**src/rtl/uart_rx_ctrl.sv**
```systemverilog
`default_nettype none
// ============================================================================
// uart_rx_ctrl: receiver enable/baud sequencing, RX byte FIFO, saturating error
// counters. Optional macro UART_RX_CTRL_ERRFLAG_EN keeps errored bytes. Rev 1.0
// ============================================================================
module uart_rx_ctrl #(
    parameter int         DEPTH          = 8,
    parameter int         QUIESCE_CYCLES = 16,
    parameter logic [2:0] BAUD_DEFAULT   = 3'd0
) (
    input  logic                     clk,
    input  logic                     reset,
    input  logic                     enable,
    input  logic                     cfg_baud_req,
    input  logic [2:0]               cfg_baud,
    output logic                     cfg_baud_ack,
    output logic                     rx_en,
    output logic [2:0]               baud_select,
    input  logic                     rx_valid,
    input  logic [7:0]               rx_data,
    input  logic                     rx_ferror,
    input  logic                     rx_perror,
`ifdef UART_RX_CTRL_ERRFLAG_EN
    output logic [1:0]               out_err,
`endif
    output logic [7:0]               out_data,
    output logic                     out_valid,
    input  logic                     out_ready,
    output logic [$clog2(DEPTH):0]   fifo_count,
    output logic [7:0]               ferror_cnt,
    output logic [7:0]               perror_cnt,
    output logic [7:0]               ovf_cnt
);

    localparam int c_ptr_w = $clog2(DEPTH);
    localparam int c_cnt_w = c_ptr_w + 1;
`ifdef UART_RX_CTRL_ERRFLAG_EN
    localparam int c_dw = 10;
`else
    localparam int c_dw = 8;
`endif
    localparam logic [c_cnt_w-1:0] c_full    = c_cnt_w'(DEPTH);
    localparam logic [c_cnt_w-1:0] c_cnt_one = c_cnt_w'(1);
    localparam logic [c_ptr_w-1:0] c_ptr_one = c_ptr_w'(1);
    localparam logic [15:0]        c_quiesce = 16'(QUIESCE_CYCLES);

    typedef enum logic [1:0] {
        ST_OFF    = 2'd0,
        ST_RUN    = 2'd1,
        ST_DRAIN  = 2'd2,
        ST_SWITCH = 2'd3
    } state_t;

    state_t      r_state, w_state_next;
    logic [15:0] r_qcnt, w_qcnt_next;
    logic        r_rx_en, r_ack;
    logic [2:0]  r_baud;

    always_comb begin
        w_state_next = r_state;
        w_qcnt_next  = r_qcnt;
        case (r_state)
            ST_OFF: begin
                if (enable) w_state_next = ST_RUN;
            end
            ST_RUN: begin
                if (!enable) begin
                    w_state_next = ST_OFF;
                end else if (cfg_baud_req) begin
                    w_state_next = ST_DRAIN;
                    w_qcnt_next  = c_quiesce;
                end
            end
            ST_DRAIN: begin
                if (r_qcnt <= 16'd1) w_state_next = ST_SWITCH;
                else                 w_qcnt_next  = r_qcnt - 16'd1;
            end
            ST_SWITCH: begin
                w_state_next = enable ? ST_RUN : ST_OFF;
            end
            default: w_state_next = ST_OFF;
        endcase
    end

    // rx_en and the ack trail the state by one cycle; the ack lands with the new baud
    always_ff @(posedge clk) begin
        if (!reset) begin
            r_state <= ST_OFF;
            r_qcnt  <= 16'd0;
            r_rx_en <= 1'b0;
            r_ack   <= 1'b0;
            r_baud  <= BAUD_DEFAULT;
        end else begin
            r_state <= w_state_next;
            r_qcnt  <= w_qcnt_next;
            r_rx_en <= (r_state == ST_RUN);
            r_ack   <= (r_state == ST_SWITCH);
            if (r_state == ST_SWITCH) r_baud <= cfg_baud;
        end
    end

    assign rx_en        = r_rx_en;
    assign cfg_baud_ack = r_ack;
    assign baud_select  = r_baud;

    logic               r_valid_d;
    logic [7:0]         r_ferr, r_perr, r_ovf;
    logic [c_dw-1:0]    r_mem [DEPTH];
    logic [c_ptr_w-1:0] r_wr_ptr, r_rd_ptr;
    logic [c_cnt_w-1:0] r_count;
    logic               w_capture, w_push, w_pop, w_full, w_push_ok, w_ovf;
    logic [c_dw-1:0]    w_wdata;

    assign w_capture = rx_valid & ~r_valid_d;
`ifdef UART_RX_CTRL_ERRFLAG_EN
    assign w_push  = w_capture;
    assign w_wdata = {rx_perror, rx_ferror, rx_data};
`else
    assign w_push  = w_capture & ~rx_ferror & ~rx_perror;
    assign w_wdata = rx_data;
`endif
    assign out_valid = (r_count != '0);
    assign w_full    = (r_count == c_full);
    assign w_pop     = out_valid & out_ready;
    // a full FIFO still accepts a byte when the head leaves in the same cycle
    assign w_push_ok = w_push & (~w_full | w_pop);
    assign w_ovf     = w_push & w_full & ~w_pop;

    always_ff @(posedge clk) begin
        if (!reset) begin
            for (int i = 0; i < DEPTH; i++) r_mem[i] <= '0;
            r_wr_ptr <= '0;
            r_rd_ptr <= '0;
            r_count  <= '0;
        end else begin
            if (w_push_ok) begin
                r_mem[r_wr_ptr] <= w_wdata;
                r_wr_ptr        <= r_wr_ptr + c_ptr_one;
            end
            if (w_pop) r_rd_ptr <= r_rd_ptr + c_ptr_one;
            case ({w_push_ok, w_pop})
                2'b10:   r_count <= r_count + c_cnt_one;
                2'b01:   r_count <= r_count - c_cnt_one;
                default: r_count <= r_count;
            endcase
        end
    end

    always_ff @(posedge clk) begin
        if (!reset) begin
            r_valid_d <= 1'b0;
            r_ferr    <= 8'd0;
            r_perr    <= 8'd0;
            r_ovf     <= 8'd0;
        end else begin
            r_valid_d <= rx_valid;
            if (w_capture && rx_ferror && (r_ferr != 8'hFF)) r_ferr <= r_ferr + 8'd1;
            if (w_capture && rx_perror && (r_perr != 8'hFF)) r_perr <= r_perr + 8'd1;
            if (w_ovf && (r_ovf != 8'hFF))                   r_ovf  <= r_ovf + 8'd1;
        end
    end

    assign out_data   = r_mem[r_rd_ptr][7:0];
`ifdef UART_RX_CTRL_ERRFLAG_EN
    assign out_err    = r_mem[r_rd_ptr][9:8];
`endif
    assign fifo_count = r_count;
    assign ferror_cnt = r_ferr;
    assign perror_cnt = r_perr;
    assign ovf_cnt    = r_ovf;

endmodule
`default_nettype wire

```
**config.mk**
```make
export PLATFORM = sky130hd
export DESIGN_NAME = uart_rx_ctrl
export DESIGN_NICKNAME = d
export VERILOG_FILES = /design/src/rtl/uart_rx_ctrl.sv
export SDC_FILE = /design/constraint.sdc
export NUM_CORES = 1
export LEC_CHECK = 0
export CAP_MARGIN = 20
export CORE_AREA = 2 2 132 134
export CTS_CLUSTER_DIAMETER = 50
export DETAILED_ROUTE_END_ITERATION = 10
export DIE_AREA = 0 0 134 136
export MAX_ROUTING_LAYER = met4
export PLACE_DENSITY_LB_ADDON = 0.12
export SLEW_MARGIN = 20
export SYNTH_ARGS = -nofsm -noshare
export SYNTH_HDL_FRONTEND = slang
export SYNTH_SLANG_ARGS = --single-unit
```
**constraint.sdc**
```tcl
create_clock -name clk -period 5.9 [get_ports clk]
set_clock_uncertainty 0.15 [all_clocks]
set_input_delay 0.59 -clock clk [delete_from_list [all_inputs] [get_ports clk]]
set_output_delay 0.59 -clock clk [all_outputs]
set_load 0.02 [all_outputs]
```
==> flow_summary.toml <==
[timing]
drv_slew = 0
post-route-min-period_ps = 3790
tns_ps = 0
tightest_slew_ps = 942
rsz0062_at_grt = "no"
max_slew_margin = 0.366
fmax_ghz = 0.264
finalCritPeriodShare = 0.642
hold_violations = 0
setup_violations = 0

[clock_network]
clkLatencyLatePin_ps = 410
cts_made_buffers = 17
hold_buffers = 0
cts_resized = 0
root_buffer = "clkbuf_16"
h-tree-depth = 4
post-cts-setup-buffers = 0
cts_tree = "done"
cts_sinks = 125
clkSlewWorstSetupHoldPaths_ps = 50
cts_buffer_depth = 2

[power]
p_leak_nw = 2.57
irDropWorstVdd_v = 0.000210
total_power_w = 0.00225
pwr_density_cell_nw_per_um2 = 316

[logic_synthesis]
synth.most_common_cell = "and2_1"
ys_top_cells_by_count = "and2_1, edfxtp_1, dfxtp_1"
synth_enable_flop_cells = 64
synth_top_cell_by_area = "edfxtp_1"
synthCells = 496
synth_cell_types = 54
ys_ff_latch = 125
synth_async_sr_flop_share = 0
synth_seq_area_share = 0.546
syn_nets = 525
syn-cell-area_um2 = 5760
syn_area_per_cell_um2 = 11.6
ys_top_cells_by_area = "edfxtp_1, dfxtp_1, and2_1"
ys_warn_count = 0
synth.top_cell.area_share = 0.334
ys.flop_type = "edfxtp_1"

[detailed_routing]
drt_wl_total_mm = 13.6
first_iter_violations = 138
ant_nets = 0
drtPass1Iterations = 5
wire_per_inst_um = 17.1
drc = 0
via_count = 3974
vias_per_cell = 4.99

[critical_path]
worst-endpoint-required_ps = 5810
crit_path_max_fanout = 9
cp.buffers_inverters = 1
cp.depth = 6
crit_chain = "clkdlybuf4s50_1, nor4b_1, a21boi_0, nand2_1, nor3_1, nand2b_1"
path_delay_family = "simple AND/OR/NAND/NOR gates"
cp_slowest_cell = "nor4b_1"
rr_worst_depth = 5
start_kind = "primary input"
end_kind = "flip-flop"
slowest_delay_ps = 710
crit_type = "primary input to flip-flop"
crit_arrival_ps = 3700

[placed_design]
post-dp-hpwl_mm = 9.48
gp_congestion = 0.758
dpl.cell_count = 765
io_buffer_count = 60
dpl_cell_area_um2 = 6570

[global_routing]
grt_max_degree = 26
grt_antenna_before_repair = 0
grt-ovfl-total = 0
grt_usage = 0.164
grt_pass1_wl_mm = 22.0
grt_pass1_vias = 4086

[job]
maxCapViolations = 0

[floorplan]
start_util = 0.341
rows = 48
core_um2 = 16900
dieArea_um2 = 18200
die_h_um = 136
die_x_um = 134
ios = 61

[finish]
nFillCells = 1569
fin_nets = 588
antenna_cells = 0
final_cells = 796
final_core_util = 0.421
synthToLayoutAreaGrowth_pct = 23.4
final_area_um2 = 7100
drive_above_1_share = 0.105

[worst_hold_path]
hold-path-cell-count = 2
min-delay-path-class = "flip-flop to flip-flop"

[outcome]
status = "finished clean"
## per-stage QoR
step	setup slack [ps]	hold slack, ps
floorplan	2990	296
global placement	1820	297
detailed placement	1600	304
CTS	2020	312
global route	1750	339
finish	2110	310
## where the power goes
part           internal [W]  switching [W]  leakage, nW
Combinational      0.000152       0.000163         1.16
Sequential         0.000949      0.0000479         1.15
Clock              0.000590       0.000345        0.259
Total               0.00169       0.000556         2.57
## cells by family after synthesis
logic type                 synth area share
and+or+nand+nor                       0.219
muxes                                0.0887
DFF                                   0.546
xor gates and xnor gates             0.0350
adders and majority gates            0.0230
buffers and inverters                0.0215
AOI/OAI and AO/OA                    0.0669
## layer usage
metal	routed length [um]	track usage
met4	232	0.0609
met3	353	0.0362
met5	0	-
met2	6650	0.268
met1	6360	0.201
## registers in the layout, indices dropped and copies added (netlist names), named ones only
| name | cells |
|---|---|
| rx_en | 1 |
| r_rd_ptr | 3 |
| r_state | 1 |
| r_qcnt | 16 |
| baud_select | 3 |
| fifo_count | 4 |
| r_mem | 64 |
| r_valid_d | 1 |
| ferror_cnt | 8 |
| r_wr_ptr | 3 |
| perror_cnt | 8 |
| cfg_baud_ack | 1 |
| ovf_cnt | 8 |
## layout by cell type (no fill, tap or decap), drive strengths merged, types with 9 or more instances in the layout
cell,count
a21oi,20
nor3,12
mux4,16
clkdlybuf4s50,60
xor2,15
dfxtp,61
edfxtp,64
nand2,26
nor2,37
ha,9
or3,10
nand3,17
and2,68
clkbuf,30
nand2b,12
or4,12
inv,9
## path summary, 6_finish.rpt
kind	from	endpoint	slack [ps]
worst max-delay path	rx_valid	r_mem[5][4]$_SDFFCE_PN0P_	2110
worst min-delay path	baud_select[2]$_SDFFE_PN0P_	baud_select[2]$_SDFFE_PN0P_	310
worst max register to register	r_valid_d$_SDFF_PN0_	r_mem[5][4]$_SDFFCE_PN0P_	2460
worst min register to register	baud_select[2]$_SDFFE_PN0P_	baud_select[2]$_SDFFE_PN0P_	310
## final cells by class
cell class                      instances  area, um2  area share
Tap cell                              225        282      0.0396
Clock inverter                          1       5.00    0.000705
Multi-Input combinational cell        343       2490       0.351
Clock buffer                           30        524      0.0738
Sequential cell                       125       3140       0.443
Inverter                                9       33.8     0.00476
Timing Repair Buffer                   63        623      0.0877
## worst reg2reg max path, stage by stage, from the launching register on
cell and delay (ps):
dfxtp_1 310, nor4b_1 740, a21boi_0 560, nand2_1 270, nor3_1 630, nand2b_1 430
Power figures use the tool's default switching activity.
